## config.mk

```make
export PLATFORM = sky130hd
export DESIGN_NAME = cook_sequencer_flat
export DESIGN_NICKNAME = d
export VERILOG_FILES = /design/src/rtl/cook_sequencer_if.sv /design/src/rtl/cook_sequencer.sv /design/src/flat_wrapper.sv
export SDC_FILE = /design/constraint.sdc
export NUM_CORES = 1
export LEC_CHECK = 0
export ABC_CLOCK_PERIOD_IN_PS = 2200
export BUFFER_PORTS_ARGS = -buffer_cell sky130_fd_sc_hd__buf_2
export CAP_MARGIN = 20
export CORE_UTILIZATION = 45
export DETAILED_ROUTE_END_ITERATION = 8
export PLACE_DENSITY_LB_ADDON = 0.08
export RECOVER_POWER = 25
export SYNTH_ARGS = -nofsm -noshare
export SYNTH_HDL_FRONTEND = slang
export SYNTH_SLANG_ARGS = --single-unit
```

## constraint.sdc

```tcl
create_clock -name clk -period 2.2 [get_ports clk]
set_input_delay 0.22 -clock clk [delete_from_list [all_inputs] [get_ports clk]]
set_output_delay 0.22 -clock clk [all_outputs]
set_load 0.05 [all_outputs]
```

## src/rtl/cook_sequencer_if.sv

```systemverilog
// Keypad/timer-side signal bundle for the cooking program sequencer.
// master = front end / timer side, slave = sequencer.
interface cook_sequencer_if #(
  parameter int TIME_W = 12,
  parameter int IDX_W  = 2,
  parameter int LEN_W  = 3
);
  logic              tick_1hz;
  logic              prog_wr;
  logic [IDX_W-1:0]  prog_idx;
  logic [TIME_W-1:0] prog_time;
  logic [3:0]        prog_power;
  logic [LEN_W-1:0]  prog_len;
  logic              start;
  logic              stop;
  logic              door_closed;
  logic              timer_zero;
  logic              timer_load;
  logic [TIME_W-1:0] timer_time;
  logic              timer_en;
  logic              mag_req;
  logic [IDX_W-1:0]  stage;
  logic              busy;
  logic              done;

  modport master (
    output tick_1hz, prog_wr, prog_idx, prog_time, prog_power, prog_len,
           start, stop, door_closed, timer_zero,
    input  timer_load, timer_time, timer_en, mag_req, stage, busy, done
  );

  modport slave (
    input  tick_1hz, prog_wr, prog_idx, prog_time, prog_power, prog_len,
           start, stop, door_closed, timer_zero,
    output timer_load, timer_time, timer_en, mag_req, stage, busy, done
  );
endinterface

```

## src/rtl/cook_sequencer.sv

```systemverilog
// Multi-stage cooking sequencer: steps through programmed stages, drives the
// timer load/enable and duty-cycles the magnetron over a 10 s window.
module cook_sequencer #(
  parameter int MAX_STAGES = 4,
  parameter int TIME_W     = 12
) (
  input logic          clk,
  input logic          rst,
  cook_sequencer_if.slave bus
);
  localparam int IDX_W = (MAX_STAGES > 1) ? $clog2(MAX_STAGES) : 1;
  localparam int LEN_W = $clog2(MAX_STAGES + 1);
  localparam logic [3:0] POWER_MAX = 4'd10;
  localparam logic [3:0] DUTY_LAST = 4'd9;

  typedef enum logic [2:0] {IDLE, LOAD, RUN, PAUSE, NEXT, DONE} state_t;

  state_t            state;
  logic [TIME_W-1:0] slot_time  [MAX_STAGES];
  logic [3:0]        slot_power [MAX_STAGES];
  logic [IDX_W-1:0]  stage;
  logic [LEN_W-1:0]  len;
  logic [3:0]        duty_cnt;

  logic [3:0]        power_cur;
  logic [3:0]        duty_step;
  logic [3:0]        duty_run;
  logic [IDX_W-1:0]  stage_inc;
  logic              last_stage;
  logic              len_ok;
  logic              first_time_nz;
  logic              next_time_nz;

  assign power_cur  = slot_power[stage];
  assign duty_step  = (duty_cnt == DUTY_LAST) ? '0 : duty_cnt + 4'd1;
  assign duty_run   = bus.tick_1hz ? duty_step : duty_cnt;
  assign stage_inc  = stage + IDX_W'(1);
  assign last_stage = (LEN_W'(stage) + LEN_W'(1)) == len;
  assign len_ok     = (bus.prog_len != '0) && (bus.prog_len <= LEN_W'(MAX_STAGES));

  // A slot-0 write on the same edge as start must still decide the first load.
  assign first_time_nz = (bus.prog_wr && (bus.prog_idx == '0)) ? (bus.prog_time != '0)
                                                               : (slot_time[0] != '0);
  assign next_time_nz  = slot_time[stage_inc] != '0;

  assign bus.timer_time = slot_time[stage];
  assign bus.stage      = stage;

  always_ff @(posedge clk) begin
    if (rst) begin
      for (int unsigned i = 0; i < MAX_STAGES; i++) begin
        slot_time[IDX_W'(i)]  <= '0;
        slot_power[IDX_W'(i)] <= POWER_MAX;
      end
    end else if (bus.prog_wr && (state == IDLE)) begin
      slot_time[bus.prog_idx]  <= bus.prog_time;
      slot_power[bus.prog_idx] <= (bus.prog_power > POWER_MAX) ? POWER_MAX : bus.prog_power;
    end
  end

  always_ff @(posedge clk) begin
    if (rst) begin
      state          <= IDLE;
      stage          <= '0;
      len            <= '0;
      duty_cnt       <= '0;
      bus.timer_load <= 1'b0;
      bus.timer_en   <= 1'b0;
      bus.mag_req    <= 1'b0;
      bus.busy       <= 1'b0;
      bus.done       <= 1'b0;
    end else begin
      bus.timer_load <= 1'b0;
      bus.done       <= 1'b0;
      case (state)
        IDLE: begin
          if (bus.start && bus.door_closed && len_ok) begin
            len            <= bus.prog_len;
            stage          <= '0;
            state          <= LOAD;
            bus.busy       <= 1'b1;
            bus.timer_load <= first_time_nz;
          end
        end
        LOAD: begin
          if (slot_time[stage] == '0) begin
            state <= NEXT;
          end else begin
            state        <= RUN;
            duty_cnt     <= '0;
            bus.timer_en <= 1'b1;
            bus.mag_req  <= (power_cur != '0);
          end
        end
        RUN: begin
          // Outputs are registered, so mag_req tracks the post-tick duty count.
          if (bus.tick_1hz) duty_cnt <= duty_step;
          if (!bus.door_closed || bus.stop) begin
            state        <= PAUSE;
            bus.timer_en <= 1'b0;
            bus.mag_req  <= 1'b0;
          end else if (bus.timer_zero) begin
            state        <= NEXT;
            bus.timer_en <= 1'b0;
            bus.mag_req  <= 1'b0;
          end else begin
            bus.mag_req <= (duty_run < power_cur);
          end
        end
        PAUSE: begin
          if (bus.stop) begin
            state    <= IDLE;
            stage    <= '0;
            bus.busy <= 1'b0;
          end else if (bus.start && bus.door_closed) begin
            state        <= RUN;
            bus.timer_en <= 1'b1;
            bus.mag_req  <= (duty_cnt < power_cur);
          end
        end
        NEXT: begin
          if (last_stage) begin
            state    <= DONE;
            bus.done <= 1'b1;
          end else begin
            stage          <= stage_inc;
            state          <= LOAD;
            bus.timer_load <= next_time_nz;
          end
        end
        DONE: begin
          state    <= IDLE;
          stage    <= '0;
          bus.busy <= 1'b0;
        end
        default: begin
          state        <= IDLE;
          stage        <= '0;
          bus.timer_en <= 1'b0;
          bus.mag_req  <= 1'b0;
          bus.busy     <= 1'b0;
        end
      endcase
    end
  end
endmodule

```

## src/flat_wrapper.sv

```systemverilog
// flat-port wrapper written by rule: the top's interface ports become plain ports
module cook_sequencer_flat 
#(
  parameter int MAX_STAGES = 4,
  parameter int TIME_W     = 12
)
  (clk, rst, bus_tick_1hz, bus_prog_wr, bus_prog_idx, bus_prog_time, bus_prog_power, bus_prog_len, bus_start, bus_stop, bus_door_closed, bus_timer_zero, bus_timer_load, bus_timer_time, bus_timer_en, bus_mag_req, bus_stage, bus_busy, bus_done);
  cook_sequencer_if #(.TIME_W(TIME_W), .IDX_W(2), .LEN_W(3)) bus_i ();
  input logic clk;
  input logic rst;
  input wire logic [$bits(bus_i.tick_1hz)-1:0] bus_tick_1hz;
  input wire logic [$bits(bus_i.prog_wr)-1:0] bus_prog_wr;
  input wire logic [$bits(bus_i.prog_idx)-1:0] bus_prog_idx;
  input wire logic [$bits(bus_i.prog_time)-1:0] bus_prog_time;
  input wire logic [$bits(bus_i.prog_power)-1:0] bus_prog_power;
  input wire logic [$bits(bus_i.prog_len)-1:0] bus_prog_len;
  input wire logic [$bits(bus_i.start)-1:0] bus_start;
  input wire logic [$bits(bus_i.stop)-1:0] bus_stop;
  input wire logic [$bits(bus_i.door_closed)-1:0] bus_door_closed;
  input wire logic [$bits(bus_i.timer_zero)-1:0] bus_timer_zero;
  output wire logic [$bits(bus_i.timer_load)-1:0] bus_timer_load;
  output wire logic [$bits(bus_i.timer_time)-1:0] bus_timer_time;
  output wire logic [$bits(bus_i.timer_en)-1:0] bus_timer_en;
  output wire logic [$bits(bus_i.mag_req)-1:0] bus_mag_req;
  output wire logic [$bits(bus_i.stage)-1:0] bus_stage;
  output wire logic [$bits(bus_i.busy)-1:0] bus_busy;
  output wire logic [$bits(bus_i.done)-1:0] bus_done;
  assign bus_i.tick_1hz = bus_tick_1hz;
  assign bus_i.prog_wr = bus_prog_wr;
  assign bus_i.prog_idx = bus_prog_idx;
  assign bus_i.prog_time = bus_prog_time;
  assign bus_i.prog_power = bus_prog_power;
  assign bus_i.prog_len = bus_prog_len;
  assign bus_i.start = bus_start;
  assign bus_i.stop = bus_stop;
  assign bus_i.door_closed = bus_door_closed;
  assign bus_i.timer_zero = bus_timer_zero;
  assign bus_timer_load = bus_i.timer_load;
  assign bus_timer_time = bus_i.timer_time;
  assign bus_timer_en = bus_i.timer_en;
  assign bus_mag_req = bus_i.mag_req;
  assign bus_stage = bus_i.stage;
  assign bus_busy = bus_i.busy;
  assign bus_done = bus_i.done;
  cook_sequencer #(.MAX_STAGES(MAX_STAGES), .TIME_W(TIME_W)) u_core (.clk(clk), .rst(rst), .bus(bus_i));
endmodule
```

==> qor.yml <==
run_status: "finished, final reports clean"
async_reset_ff_share_pct: 0
grt_pass1_vias: 3075
hp-class: "primary input to flip-flop"
grt_antenna_before_repair: 0
final_common_cell: "edfxtp_1"
regArea_um2: 2310
max_freq_mhz: 472
swShare_pct: 26.9
fin_nets: 452
core-area_um2: 9200
maxSlewHeadroom_pct: 54.1
critPathMaxFanout: 6
io_pins: 48
cp.required_ns: 2.45
synth_ff_type: "edfxtp_1"
cts_htree_levels: 3
place_congestion: 0.898
slew_viol_final: 0
dp.cells: 510
detail-route-antenna-nets: 0
tightest_slew_ns: 0.688
final_cell_count_no_fill: 532
n_antenna_cell: 0
mostFrequentLayoutCells: "edfxtp_1 (64), and2_1 (41), buf_2 (40)"
root_buffer: "clkbuf_8"
pwr-share-seq_pct: 57.5
wl_per_cell_um: 19.4
cts_max_path_buffers: 2
ys_ff_latch: 83
synth-edff-count: 64
die_x_um: 99.0
multiInputGateArea_um2: 1800
hpwl_um: 7490
critical_path_arrival_ns: 2.37
finalSetupViolations: 0
intPower_mw: 2.29
power.density_nw_per_um2: 632
fillers: 822
maxCapViolations: 0
wl_um: 10300
first_iter_violations: 141
ys_types: 56
drive_gt1_share_pct: 25.9
overflow: 0
crit_path_start_kind: "flip-flop"
cp-end-kind: "flip-flop"
clock_sinks: 83
track_usage_pct: 22.3
finalHoldWorstSlack_ns: 0.129
vias: 2993
syn_area_um2: 4230
clk_latency_ns: 0.35
crit_type: "flip-flop to flip-flop"
p_leak_nw: 1.77
initial_core_util_pct: 46.0
ys_warn_count: 0
p_sw_mw: 0.839
ys_top_cells_by_area: "edfxtp_1 (45%), dfxtp_1 (9.0%), and2_1 (7.2%), mux4_2 (5.9%), mux4_1 (3.1%)"
ir_drop_v: 0.000321
synth_fp_nets: 380
clk_pin_slew_ns: 0.09
cts_buffers: 9
power.share.clock_pct: 32.1
die_area_um2: 9800
ys_seq_area_share_pct: 54.4
synth_largest_area_cell: "edfxtp_1"
r2r_slack_ns: 0.08
yosys.area.top_type_share_pct: 45.4
firstDrtPassIters: 4
route.detailed.drc: 0
routed_via_density: 5.63
io_buffers: 47
finalSetupTns_ns: 0
rows: 35
area_growth_pct: 16.8
finalHoldViolations: 0
min_period_ns: 2.12
syn_inst: 344
die_h_um: 99.0
avgSynthCellArea_um2: 12.3
rsz0062_at_grt: "no"
cts_tree: "done"
p_comb_share_pct: 10.4
grt_pass1_wl_um: 16200
finalCritPeriodShare_pct: 96.3
grt_max_degree: 21
skew_ns: 0.0135
==> power groups by stage <==
stage	clock (mW)	combinational [mW]	sequential (mW)
global route	1.09	0.351	1.80
CTS	1.03	0.331	1.80
detailed placement	0	0.330	1.83
global placement	0	0.327	1.83
finish	1.00	0.325	1.80
floorplan	0	0.189	1.82
==> worst max-delay path, cell delays in order (launching register included) <==
cell and delay [ns]:
dfxtp_4 0.40, clkbuf_16 0.16, mux4_2 0.54, nor4_4 0.35, a31o_4 0.21, a32oi_2 0.05
mux2_4 0.31
==> worst paths after layout <==
check	start	end	cells after the start
hold / removal	bus_prog_len[2]	u_core.len[2]	3
setup reg to reg	flip-flop	u_core.bus.timer_en	6
hold reg to reg	u_core.bus.mag_req	u_core.bus.mag_req	2
setup / recovery	flip-flop	u_core.bus.timer_en	6
==> state kept, by name, summed over array words and instances (netlist names), named ones only <==
register	cells
u_core.bus.busy	1
u_core.bus.timer_en	1
u_core.state	3
u_core.slot_time	48
u_core.bus.done	1
u_core.bus.stage	2
u_core.bus.timer_load	1
u_core.len	3
u_core.slot_power	16
u_core.bus.mag_req	1
u_core.duty_cnt	4
==> cells in the mapped netlist, types with 2 or more instances <==
library cell	count
a21oi_1	13
nor2_1	15
xnor2_1	4
ha_1	7
inv_1	11
inv_2	3
mux2_2	2
edfxtp_1	64
o211ai_1	3
nor4_2	2
nand2_1	16
or2_1	4
o21ai_1	2
nor3b_1	3
or3_1	4
a21o_1	2
nor3_1	9
a211oi_1	4
nand2b_1	6
dfxtp_1	19
nand4_1	6
mux2i_1	3
o22a_1	2
o21ai_0	2
mux4_2	11
nor4_1	15
mux4_1	5
buf_2	2
clkbuf_1	10
and2_1	49
nand3_1	16
o22ai_1	2
nor2b_1	5
==> final cells by class <==
class	count	share of cell area [%]
Sequential cell	83	46.6
Multi-Input combinational cell	233	36.5
Timing Repair Buffer	75	9.49
Tap cell	111	2.81
Clock buffer	9	2.50
Clock inverter	7	1.06
Inverter	14	1.06
==> metal layers <==
metal	part of all wire, %	global-route usage (%)
met5	0	0
met3	5.1	4.33
met1	44	28.7
met2	50	38.0
met4	1.2	7.35
==> stage by stage <==
| stage | setup slack, ns | area [µm²] | total power, mW | utilization (%) |
|---|---|---|---|---|
| 2_1_floorplan | -0.0997 | 4230 | 2.01 | - |
| 3_3_place_gp | 0.129 | 4720 | 2.16 | 51.4 |
| 3_5_place_dp | 0.0859 | 4720 | 2.16 | 51.4 |
| 4_1_cts | 0.0481 | 4900 | 3.15 | 53.3 |
| 5_1_grt | 0.000391 | 4950 | 3.24 | 53.8 |
| 6_report | 0.0811 | 4950 | 3.12 | 53.8 |
==> logic make-up after synthesis <==
family,count (synthesis),synth area share [%]
flops,83,54.4
buf+inv,28,3.10
compound gates,41,6.92
simple gates,157,21.7
fa+ha+maj,7,2.07
mux,23,10.8
xor+xnor,5,1.03
==> timing repair <==
| action | CTS | global route |
|---|---|---|
| hold buffers | 0 | 0 |
| buffers inserted | 0 | 5 |
| gates resized for setup | 0 | 5 |
| setup endpoints to repair | 0 | 5 |
Power figures use the tool's default switching activity.
